`config.mk`:
```
export PLATFORM = sky130hd
export DESIGN_NAME = centroid_moment_accumulator
export DESIGN_NICKNAME = d
export VERILOG_FILES = /design/src/rtl/centroid_moment_accumulator.sv
export SDC_FILE = /design/constraint.sdc
export NUM_CORES = 1
export LEC_CHECK = 0
export CORE_MARGIN = 10
export CORE_UTILIZATION = 45
export CTS_BUF_LIST = sky130_fd_sc_hd__clkbuf_4 sky130_fd_sc_hd__clkbuf_8 sky130_fd_sc_hd__clkbuf_16
export CTS_CLUSTER_DIAMETER = 80
export DETAILED_ROUTE_END_ITERATION = 7
export HOLD_SLACK_MARGIN = 0.05
export PLACE_DENSITY = 0.68
export SYNTH_ARGS = -nofsm -noshare
export SYNTH_HDL_FRONTEND = slang
export SYNTH_SLANG_ARGS = --single-unit
```
`constraint.sdc`:
```
create_clock -name clk -period 2.5 [get_ports clk]
set_input_delay 0.375 -clock clk [delete_from_list [all_inputs] [get_ports clk]]
set_output_delay 0.375 -clock clk [all_outputs]
set_load 0.005 [all_outputs]
```
`src/rtl/centroid_moment_accumulator.sv`:
```
// Sums signed per-cycle moment contributions over a corner window and queues the
// completed {m10, m01} pair for the orientation stage through a small FIFO.
//
// state | meaning
// IDLE  | no window open; waiting for win_start
// ACC   | window open; accumulating samples until cnt reaches WIN_LEN
module centroid_moment_accumulator #(
    parameter int DATA_W     = 16,
    parameter int WIN_LEN    = 43,
    parameter int ACC_W      = 22,
    parameter int FIFO_DEPTH = 2
) (
    input  logic              clk,
    input  logic              rst,
    input  logic              ena,
    input  logic              win_start,
    input  logic              win_en,
    input  logic [DATA_W-1:0] m10_part,
    input  logic [DATA_W-1:0] m01_part,
    output logic              out_valid,
    input  logic              out_ready,
    output logic [ACC_W-1:0]  out_m10,
    output logic [ACC_W-1:0]  out_m01,
    output logic              short_err,
    output logic              ovf,
    output logic [7:0]        drop_cnt
);

    localparam int CNT_W = $clog2(WIN_LEN + 1);
    localparam int PTR_W = (FIFO_DEPTH > 1) ? $clog2(FIFO_DEPTH) : 1;
    localparam int OCC_W = $clog2(FIFO_DEPTH + 1);

    typedef enum logic {
        IDLE = 1'b0,
        ACC  = 1'b1
    } state_t;

    state_t           state, state_nxt;
    logic [CNT_W-1:0] cnt, cnt_nxt;
    logic [ACC_W-1:0] acc_m10, acc_m01, acc_m10_nxt, acc_m01_nxt;
    logic [ACC_W-1:0] smp_m10, smp_m01, sum_m10, sum_m01;
    logic [ACC_W-1:0] push_m10, push_m01;
    logic             push;
    logic             short_nxt;

    logic [ACC_W-1:0] q_m10 [FIFO_DEPTH];
    logic [ACC_W-1:0] q_m01 [FIFO_DEPTH];
    logic [PTR_W-1:0] rd_ptr, wr_ptr;
    logic [OCC_W-1:0] occ;
    logic             full, pop, wr_en, drop;

    assign smp_m10 = {{(ACC_W-DATA_W){m10_part[DATA_W-1]}}, m10_part};
    assign smp_m01 = {{(ACC_W-DATA_W){m01_part[DATA_W-1]}}, m01_part};
    assign sum_m10 = acc_m10 + smp_m10;
    assign sum_m01 = acc_m01 + smp_m01;

    always_ff @(posedge clk or negedge rst) begin
        if (!rst) begin
            state     <= IDLE;
            cnt       <= '0;
            acc_m10   <= '0;
            acc_m01   <= '0;
            short_err <= 1'b0;
        end else begin
            state     <= state_nxt;
            cnt       <= cnt_nxt;
            acc_m10   <= acc_m10_nxt;
            acc_m01   <= acc_m01_nxt;
            short_err <= short_nxt;
        end
    end

    // A start always wins, so a retrigger in ACC silently restarts the window.
    always_comb begin
        state_nxt   = state;
        cnt_nxt     = cnt;
        acc_m10_nxt = acc_m10;
        acc_m01_nxt = acc_m01;
        push        = 1'b0;
        push_m10    = sum_m10;
        push_m01    = sum_m01;
        short_nxt   = 1'b0;
        if (ena) begin
            if (win_start) begin
                acc_m10_nxt = smp_m10;
                acc_m01_nxt = smp_m01;
                cnt_nxt     = CNT_W'(1);
                state_nxt   = ACC;
                if (WIN_LEN == 1) begin
                    push      = 1'b1;
                    push_m10  = smp_m10;
                    push_m01  = smp_m01;
                    cnt_nxt   = '0;
                    state_nxt = IDLE;
                end
            end else if (state == ACC) begin
                if (win_en) begin
                    acc_m10_nxt = sum_m10;
                    acc_m01_nxt = sum_m01;
                    cnt_nxt     = cnt + CNT_W'(1);
                    if (cnt == CNT_W'(WIN_LEN - 1)) begin
                        push      = 1'b1;
                        cnt_nxt   = '0;
                        state_nxt = IDLE;
                    end
                end else begin
                    cnt_nxt   = '0;
                    short_nxt = 1'b1;
                    state_nxt = IDLE;
                end
            end
        end
    end

    function automatic logic [PTR_W-1:0] ptr_inc(input logic [PTR_W-1:0] p);
        return (p == PTR_W'(FIFO_DEPTH - 1)) ? '0 : p + PTR_W'(1);
    endfunction

    assign out_valid = (occ != '0);
    assign full      = (occ == OCC_W'(FIFO_DEPTH));
    assign pop       = out_valid & out_ready;
    // When full, a same-edge pop frees the head slot, which wr_ptr already points at.
    assign wr_en     = push & (~full | pop);
    assign drop      = push & full & ~pop;
    assign out_m10   = q_m10[rd_ptr];
    assign out_m01   = q_m01[rd_ptr];

    always_ff @(posedge clk or negedge rst) begin
        if (!rst) begin
            for (int i = 0; i < FIFO_DEPTH; i++) begin
                q_m10[i] <= '0;
                q_m01[i] <= '0;
            end
            rd_ptr   <= '0;
            wr_ptr   <= '0;
            occ      <= '0;
            ovf      <= 1'b0;
            drop_cnt <= '0;
        end else begin
            if (wr_en) begin
                q_m10[wr_ptr] <= push_m10;
                q_m01[wr_ptr] <= push_m01;
                wr_ptr        <= ptr_inc(wr_ptr);
            end
            if (pop) begin
                rd_ptr <= ptr_inc(rd_ptr);
            end
            case ({wr_en, pop})
                2'b10:   occ <= occ + OCC_W'(1);
                2'b01:   occ <= occ - OCC_W'(1);
                default: occ <= occ;
            endcase
            if (drop) begin
                ovf <= 1'b1;
                if (drop_cnt != 8'hFF) begin
                    drop_cnt <= drop_cnt + 8'd1;
                end
            end
        end
    end

endmodule
```
Word level (Yosys, flattened, before mapping)
Cells that the tools add are included.
{"block": "op_classes", "n_addsub": 8, "n_mul": 0, "div_mod_pow": 0, "n_lt_le_gt_ge": 3, "n_eq_ne": 5, "n_shift": 0, "muxes": 36, "bitwise": 9, "n_reduce_logical": 8}
{"op": "two-way mux 22 bit", "n": 13}
{"op": "bitwise mux 44 bit", "n": 2}
{"op": "adder 22 bit", "n": 2}
{"op": "two-way mux 6 bit", "n": 4}
{"op": "demux 22 bit (select 1 bit)", "n": 1}
{"op": "two-way mux 1 bit", "n": 15}
{"op": "adder 8 x 1 -> 8 bit (second input constant)", "n": 1}
{"op": "!= test 8 bit (second input constant)", "n": 1}
{"op": "nonzero test 2 bit", "n": 4}
{"op": "adder 6 x 1 -> 6 bit (second input constant)", "n": 1}
{"op": "== test 6 bit (second input constant)", "n": 1}
{"op": "AND 1 bit", "n": 4}
{"op": "== test 2 bit (second input constant)", "n": 2}
{"op": ">= comparator 2 bit (second input constant)", "n": 2}
{"op": "NOT 1 -> 2 bit", "n": 2}
{"op": "case mux 2 bit (2 select lines)", "n": 1}
{"op": "AND reduction 2 bit", "n": 2}
{"op": "AND reduction 3 bit", "n": 1}
{"op": "adder 1 bit (second input constant)", "n": 2}
{"op": "adder 2 x 1 -> 2 bit (second input constant)", "n": 1}
{"op": "== test 2 x 1 -> 1 bit (second input constant)", "n": 1}
{"op": "less-than comparator 2 x 1 -> 1 bit (second input constant)", "n": 1}
{"op": "NOT 1 bit", "n": 2}
{"op": "subtractor 2 x 1 -> 2 bit (second input constant)", "n": 1}
{"op": "2 further kinds", "n": 2}
{"block": "totals", "reg_bits": 153, "latch_bits": 0, "ram_bits": 0, "mem_bits_ro": 0, "in_bits": 38, "out_inout_bits": 55, "elab_cells": 83, "memories": 0}

Depth between registers and ports, before layout
Gate-level depths: netlist of the first run.
{"block": "logic_depth", "ltp_word": 9, "mapped_depth": 11, "ltp_nobuf": 11}

Worst setup path after synthesis of the first run
OpenSTA, ideal clock, no wires.
{"block": "synth_timing", "path_type": "input -> register", "startpoint": "input port m10_part[0]", "endpoint": "register acc_m10[20]", "setup_time_ns": 0.126, "t_arrival_ns": 2.380, "slack_ns": -0.006, "cell_stages": 11, "path_cell_list": "ha_1 > inv_1 > fa_1 > nor2b_1 > o2111ai_2 > a21oi_2 > or2_1 > o21ai_1 > or4b_1 > and3_1 > a221o_1"}
{"block": "synth_via", "elab_chain_cells": 4}
{"item": "from (decl)", "line": "18", "source": "input logic [DATA_W-1:0] m10_part,"}
{"item": "adder 22 bit", "line": "54", "source": "assign sum_m10 = acc_m10 + smp_m10;"}
{"item": "two-way mux 22 bit", "line": "97", "source": "if (win_en) begin"}
{"item": "two-way mux 22 bit", "line": "96", "source": "end else if (state == ACC) begin"}
{"item": "two-way mux 22 bit", "line": "84", "source": "if (win_start) begin"}
{"item": "to (signal assigned)", "line": "67", "source": "acc_m10 <= acc_m10_nxt;"}
{"item": "to (decl)", "line": "40", "source": "logic [ACC_W-1:0] acc_m10, acc_m01, acc_m10_nxt, acc_m01_nxt;"}
Every way passes these cells. The select of a mux whose other input is x is not followed.
A chain may end at the register's enable or synchronous reset.

Final worst setup path of the first run
{"block": "layout_timing", "startpoint": "register acc_m10[7]", "endpoint": "register acc_m10[20]"}
{"block": "layout_via", "elab_chain_cells": 4}
{"item": "adder 22 bit", "line": "54"}
{"item": "two-way mux 22 bit", "line": "97"}
{"item": "two-way mux 22 bit", "line": "96"}
{"item": "two-way mux 22 bit", "line": "84"}
Every way passes these cells. The select of a mux whose other input is x is not followed.

==> metrics.md, run 1 <==
| Metric | Value |
|---|---|
| Status | `finished with violations` |
| Most common cell after layout, fill and taps aside | `dfrtp_1` |
| Clock Pin Slew Worst Setup and Hold Paths | `0.06 ns` |
| # setup viols final | `3` |
| Synth warn | `0` |
| Total GRT Usage | `17.5%` |
| Hold Crit Depth | `3` |
| Rows | `51` |
| Failing checks | `setup timing` |
| Initial Util | `45.6%` |
| WL/cell | `15.8 µm` |
| H-Tree Depth | `4` |
| Final nets | `1,234` |
| Crit path buf inv count | `0` |
| Share of layout cells above drive strength 1 | `28.1%` |
| Num CTS Buffers | `17` |
| Critical path peak fanout | `3` |
| Fraction of registers with async set/reset | `100%` |
| Syn Nets | `1,016` |
| Die W | `160 µm` |
| CP cell instances | `ha_1 -> a21o_1 -> a21oi_2 -> o21ai_1 -> or2_1 -> o21ai_1 -> or4b_1 -> and3_4 -> a221o_1` |
| Post-synth EDFFs | `0` |
| Post-DR vias/cell | `5.26` |
| Final worst path period need | `2.65 ns` |
| Levels on crit path | `9` |
| Core ar. | `19,300 µm²` |
| GPL Wtd Cong | `0.903` |
| Worst vdd ir | `0.000661 V` |
| Skew-Pair Late Insertion Delay | `0.42 ns` |
| Fmax | `377 MHz` |
| ANT cells | `0` |
| Most frequent cells in the layout | `dfrtp_1, buf_4, nand2_1, o21ai_0, clkdlybuf4s50_1` |
| DP HPWL | `16.0 mm` |
| Crit path kind | `reg -> reg` |
| Fill count | `1,608` |
| Post-Place Cell Area | `11,000 µm²` |
| TritonRoute pass-1 iters | `4` |
| Max-slew violation count | `0` |
| Initial antenna violation count | `0` |
| Distinct cells, synth | `59` |
| Number of routed nets with antenna violations | `0` |
| I/O pin total | `93` |
| CTS tree | `yes` |
| Die Y | `160 µm` |
| Die area | `25,600 µm²` |
| Synthesized area | `8810 µm²` |
| IO buf count | `92` |
| Total Wirelength | `22.5 mm` |
| Critical Path AT | `2.96 ns` |
| Largest area contributor in the netlist | `dfrtp_1` |
| Layout Cell Area excl Fill | `12,100 µm²` |
| Via count | `7,494` |
| CP dominant cell by count | `o21ai_1` |
| LEAKAGE | `5.59 nW` |
| Multi-input gate area | `5100 µm²` |
| HP Class | `in -> reg` |
| Vias in the first global route | `7,763` |
| CP max-delay cell | `or4b_1` |
| CTS Buffer Depth | `2` |
| Largest net degree at the start of global routing | `54` |
| Final period util | `106%` |
| Post-Place Setup Slack | `-0.583 ns` |
| Crit end category | `flop` |
| Root buf cell | `clkbuf_16` |
| Hold Vio Cnt, Final | `0` |
| Power per Cell Area | `874 nW/µm²` |
| Relative slew slack | `65.6%` |
| Area occupied by registers | `3830 µm²` |
| Sinks on Clock Net | `153` |
| Area growth, synth to finish | `37.2%` |
| Worst Max-Slew Pin Slew | `0.512 ns` |
| RSZ-0062 raised after global routing | `true` |
| First-pass GRT wire length | `37.7 mm` |
| Maximum capacitance violations | `0` |
| Worst EP required | `2.80 ns` |
| CP max stage delay | `0.43 ns` |
| Clk_skew | `0.00907 ns` |
| Post-route setup slack | `-0.151 ns` |
| Hold WS | `0.328 ns` |
| Final design utilization | `62.5%` |
| Synth Register Bits | `153` |
| GRT overflow | `0` |
| Synth top area share | `43.5%` |
| Main synth FF type | `dfrtp_1` |
| Cell count after synthesis | `930` |
| Crit-path leading delay family | `compound AO/OA/AOI/OAI gates` |
| Sequential share of the synthesized area | `43.5%` |
| Reg2reg path depth | `9` |
| Iter 0 DRT Violations | `362` |
| Synth Area per Inst | `9.47 µm²` |
| Worst setup SP type | `flop` |
| Area contributors post-synth | `dfrtp_1, mux2_2, o21ai_0` |
| Drt drc | `0` |
==> per-stage QoR <==
stage | setup TNS, ns | std cells | power (mW)
after floorplan | 0 | 930 | 5.50
after global placement | -27.05 | 1384 | 7.38
after detailed placement | -30.95 | 1384 | 7.46
after CTS | -0.264 | 1420 | 10.2
after global routing | -1.50 | 1425 | 11.3
final | -0.344 | 1425 | 10.6
==> final timing paths <==
path / slack (ns) / to / from
worst max register to register: -0.15 / acc_m10[20] / acc_m10[7]
worst min-delay path: 0.33 / acc_m10[7] / m10_part[7]
max in group asynchronous: 1.36 / acc_m01[19] / rst
min in group asynchronous: 0.47 / q_m10[13] / rst
worst max-delay path: -0.15 / acc_m10[20] / acc_m10[7]
worst min register to register: 0.47 / q_m01[31] / q_m01[31]
==> kinds of logic after synthesis <==
kind of cell             synth area share (%)
multiplexers                             9.50
buffers and inverters                    3.04
flip-flops                               43.5
XOR/XNOR                                 5.27
adder cells (fa/ha/maj)                  6.99
AO/OA/AOI/OAI                            18.1
AND/OR/NAND/NOR                          13.6
==> per-layer routing <==
layer,global-route usage (%),vias up,routed length (µm)
met5,0,-,0
met4,6.30,0,415
met3,3.55,29,798
met2,28.6,119,10800
met1,22.5,3600,10500
li1,-,3746,-
==> where the power goes <==
| group | switching (mW) | total [mW] | internal [mW] |
|---|---|---|---|
| Sequential | 0.213 | 2.97 | 2.76 |
| Clock | 1.03 | 2.59 | 1.56 |
| Combinational | 2.44 | 5.00 | 2.56 |
==> Yosys cell counts (18+ instances only) <==
cell type / count
nand2_1: 134
inv_1: 19
ha_1: 46
a21oi_1: 61
dfrtp_1: 153
nor2_1: 49
o21ai_0: 119
clkbuf_1: 33
xor2_1: 19
xnor2_1: 34
mux2_2: 69
a21o_1: 18
==> sequential cells by signal (all words and copies together) (netlist names) <==
signal     count
rd_ptr         1
short_err      1
ovf            1
wr_ptr         1
q_m10         44
acc_m10       22
drop_cnt       8
cnt            6
acc_m01       22
q_m01         44
occ            2
state          1
==> worst reg2reg max path, delay by kind of cell, from the launching register on <==
kind,cells,cell delay (ns)
compound gates,5,0.94
flops,1,0.39
simple gates,3,0.87
fa+ha+maj,1,0.32
==> final cells by class <==
| class | count | area share, % |
|---|---|---|
| clock buffer | 21 | 3.92 |
| sequential | 153 | 31.7 |
| multi-input combinational | 709 | 42.2 |
| clock inverter | 10 | 0.963 |
| tap | 265 | 2.74 |
| timing repair buffer | 248 | 17.9 |
| inverter | 19 | 0.590 |
==> timing repair <==
item / CTS / global route
pin swaps: 16 / 36
setup buffers: 4 / 6
hold buffers: 1 / 0
hold endpoints to repair: 51 / 0
setup endpoints to repair: 34 / 60
resized for setup: 15 / 67
Power figures use the tool's default switching activity.
==> inputs of run 2 (changes only) <==
==> constraint.sdc (replaced) <==
create_clock -name clk -period 2.5 [get_ports clk]
set_input_delay 0.375 -clock clk [delete_from_list [all_inputs] [get_ports clk]]
set_output_delay 0.375 -clock clk [all_outputs]
set_load 0.02 [all_outputs]
==> run 2 against run 1 <==
The run still ends with setup timing left. First-iteration DRC count fell by 19%. Power rose by 0.17%. Utilization fell by 0.23 points. Clock power rose by 5%. Clock skew barely moved. Combinational power fell by 2%. Routed wire length fell by 3.0%. Critical path depth rose by 1. Clock-buffer cell count fell by 1. Critical path type is now in -> reg. Largest cell class unchanged. Largest power group unchanged.
==> metrics.md, run 2 (synthesis results as in run 1) <==
| Metric | Value |
|---|---|
| Status | `finished with violations` |
| Failing checks | `setup timing` |
| Skew-Pair Late Insertion Delay | `0.42 ns` |
| GPL Wtd Cong | `0.906` |
| Crit path kind | `in -> reg` |
| HP Class | `in -> reg` |
| Die area | `25,600 µm²` |
| RSZ-0062 raised after global routing | `true` |
| Most frequent cells in the layout | `dfrtp_1, buf_4, nand2_1, o21ai_0, clkdlybuf4s50_1` |
| Final period util | `104%` |
| Core ar. | `19,300 µm²` |
| Crit-path leading delay family | `compound AO/OA/AOI/OAI gates` |
| Hold WS | `0.333 ns` |
| Num CTS Buffers | `17` |
| TritonRoute pass-1 iters | `5` |
| Worst r2r src | `acc_m10[0]` |
| Worst vdd ir | `0.000476 V` |
| Root buf cell | `clkbuf_16` |
| Via count | `7,401` |
| Maximum capacitance violations | `0` |
| # setup viols final | `3` |
| ANT cells | `0` |
| Post-route setup slack | `-0.105 ns` |
| Vias in the first global route | `7,603` |
| WL/cell | `15.4 µm` |
| Reg2Reg Setup Slack | `-0.10 ns` |
| CTS tree | `yes` |
| Initial Util | `45.6%` |
| Reg2reg end | `acc_m10[20]` |
| Max-slew violation count | `0` |
| Critical Path AT | `2.90 ns` |
| Hold Crit Depth | `3` |
| GRT overflow | `0` |
| First-pass GRT wire length | `36.6 mm` |
| CP cell instances | `clkdlybuf4s50_1 -> ha_1 -> a21o_1 -> a21oi_2 -> o21ai_1 -> or2_1 -> o21ai_1 -> or4b_1 -> and3_4 -> a221o_1` |
| Die W | `160 µm` |
| Largest net degree at the start of global routing | `54` |
| Share of layout cells above drive strength 1 | `27.4%` |
| Area growth, synth to finish | `36.7%` |
| Hold Vio Cnt, Final | `0` |
| Sinks on Clock Net | `153` |
| Worst EP required | `2.80 ns` |
| Crit end category | `flop` |
| Hold_sp | `m10_part[0]` |
| Post-Place Setup Slack | `-0.585 ns` |
| Reg2reg path depth | `11` |
| Total GRT Usage | `16.9%` |
| Fmax | `384 MHz` |
| Die Y | `160 µm` |
| I/O pin total | `93` |
| CP max-delay cell | `clkdlybuf4s50_1` |
| DP HPWL | `15.9 mm` |
| Registers with the most flip-flops | `q_m01: 44 flops, q_m10: 44 flops` |
| CP dominant cell by count | `o21ai_1` |
| LEAKAGE | `5.57 nW` |
| Clk_skew | `0.00937 ns` |
| Critical path peak fanout | `3` |
| Hold EP | `acc_m10[0]` |
| Number of routed nets with antenna violations | `0` |
| Total Wirelength | `21.9 mm` |
| CP max stage delay | `0.43 ns` |
| Setup TNS | `-0.236 ns` |
| Clock Pin Slew Worst Setup and Hold Paths | `0.06 ns` |
| Crit path buf inv count | `1` |
| Power per Cell Area | `879 nW/µm²` |
| Final worst path period need | `2.60 ns` |
| Final nets | `1,231` |
| CTS Buffer Depth | `2` |
| Post-DR vias/cell | `5.20` |
| IO buf count | `92` |
| Initial antenna violation count | `0` |
| Most common cell after layout, fill and taps aside | `dfrtp_1` |
| Relative slew slack | `62.7%` |
| Worst setup SP type | `input port` |
| H-Tree Depth | `4` |
| Worst Max-Slew Pin Slew | `0.555 ns` |
| Tot Pwr | `10.6 mW` |
| Drt drc | `0` |
| Rows | `51` |
| Iter 0 DRT Violations | `293` |
==> run 2: worst max path at each step <==
stage,start,end,slack [ns],depth (start not counted)
2_1_floorplan,m10_part[0],acc_m10[20],0.01,11
3_3_place_gp,m01_part[0],q_m01[14],-0.53,12
3_5_place_dp,m10_part[0],acc_m10[20],-0.58,12
4_1_cts,acc_m10[0],acc_m10[20],-0.09,11
5_1_grt,acc_m10[0],acc_m10[20],-0.20,11
6_report,m10_part[7],acc_m10[20],-0.10,10
==> run 2: repair_timing <==
item,CTS,global route
pin swaps,10,25
gates resized for setup,8,58
endpoints found under the setup margin,29,58
endpoints found under the hold margin,50,0
setup buffers,0,8
hold buffers,1,0
==> run 2: worst reg2reg max path: stages (launching register included) <==
cell and delay [ns]:
dfrtp_1 0.39, ha_2 0.18, inv_2 0.05, fa_2 0.22, nor2b_4 0.05, o2111ai_2 0.23, a21oi_2 0.11, or2_1 0.24
o21ai_1 0.13, or4b_1 0.43, and3_4 0.17, a221o_1 0.29
==> run 2: power by group <==
group          switching, mW  leakage [nW]  total (mW)  internal [mW]
clock network           1.06         0.292        2.72           1.66
registers              0.218          2.03        2.98           2.76
logic                   2.37          3.25        4.88           2.51
total                   3.65          5.57        10.6           6.93
==> run 2: area by class of cell <==
cell class / instances / area, µm²
fillers: 1617 / 7300
inverters: 19 / 71.3
multi-input cells: 709 / 5040
repair buffers: 245 / 2140
clock buffers: 20 / 467
flip-flops and latches: 153 / 3830
well taps: 265 / 332
clock inverters: 12 / 163
==> run 2: metal layers <==
layer  GRT usage (%)  wire, µm  part of all wire [%]  vias up
met5               0         0                     0        -
met2            27.3     10200                    47      107
met1            22.5     10600                    49     3526
met4            5.13       261                   1.2        0
met3            3.32       736                   3.4       19
li1                -         -                     -     3749
==> run 2: through the flow <==
stage	util, %	cell area [µm²]	std cells
5_1_grt	62.3	12000	1423
2_1_floorplan	-	8820	930
4_1_cts	60.5	11700	1415
3_3_place_gp	57.0	11000	1382
3_5_place_dp	57.0	11000	1382
6_report	62.3	12000	1423
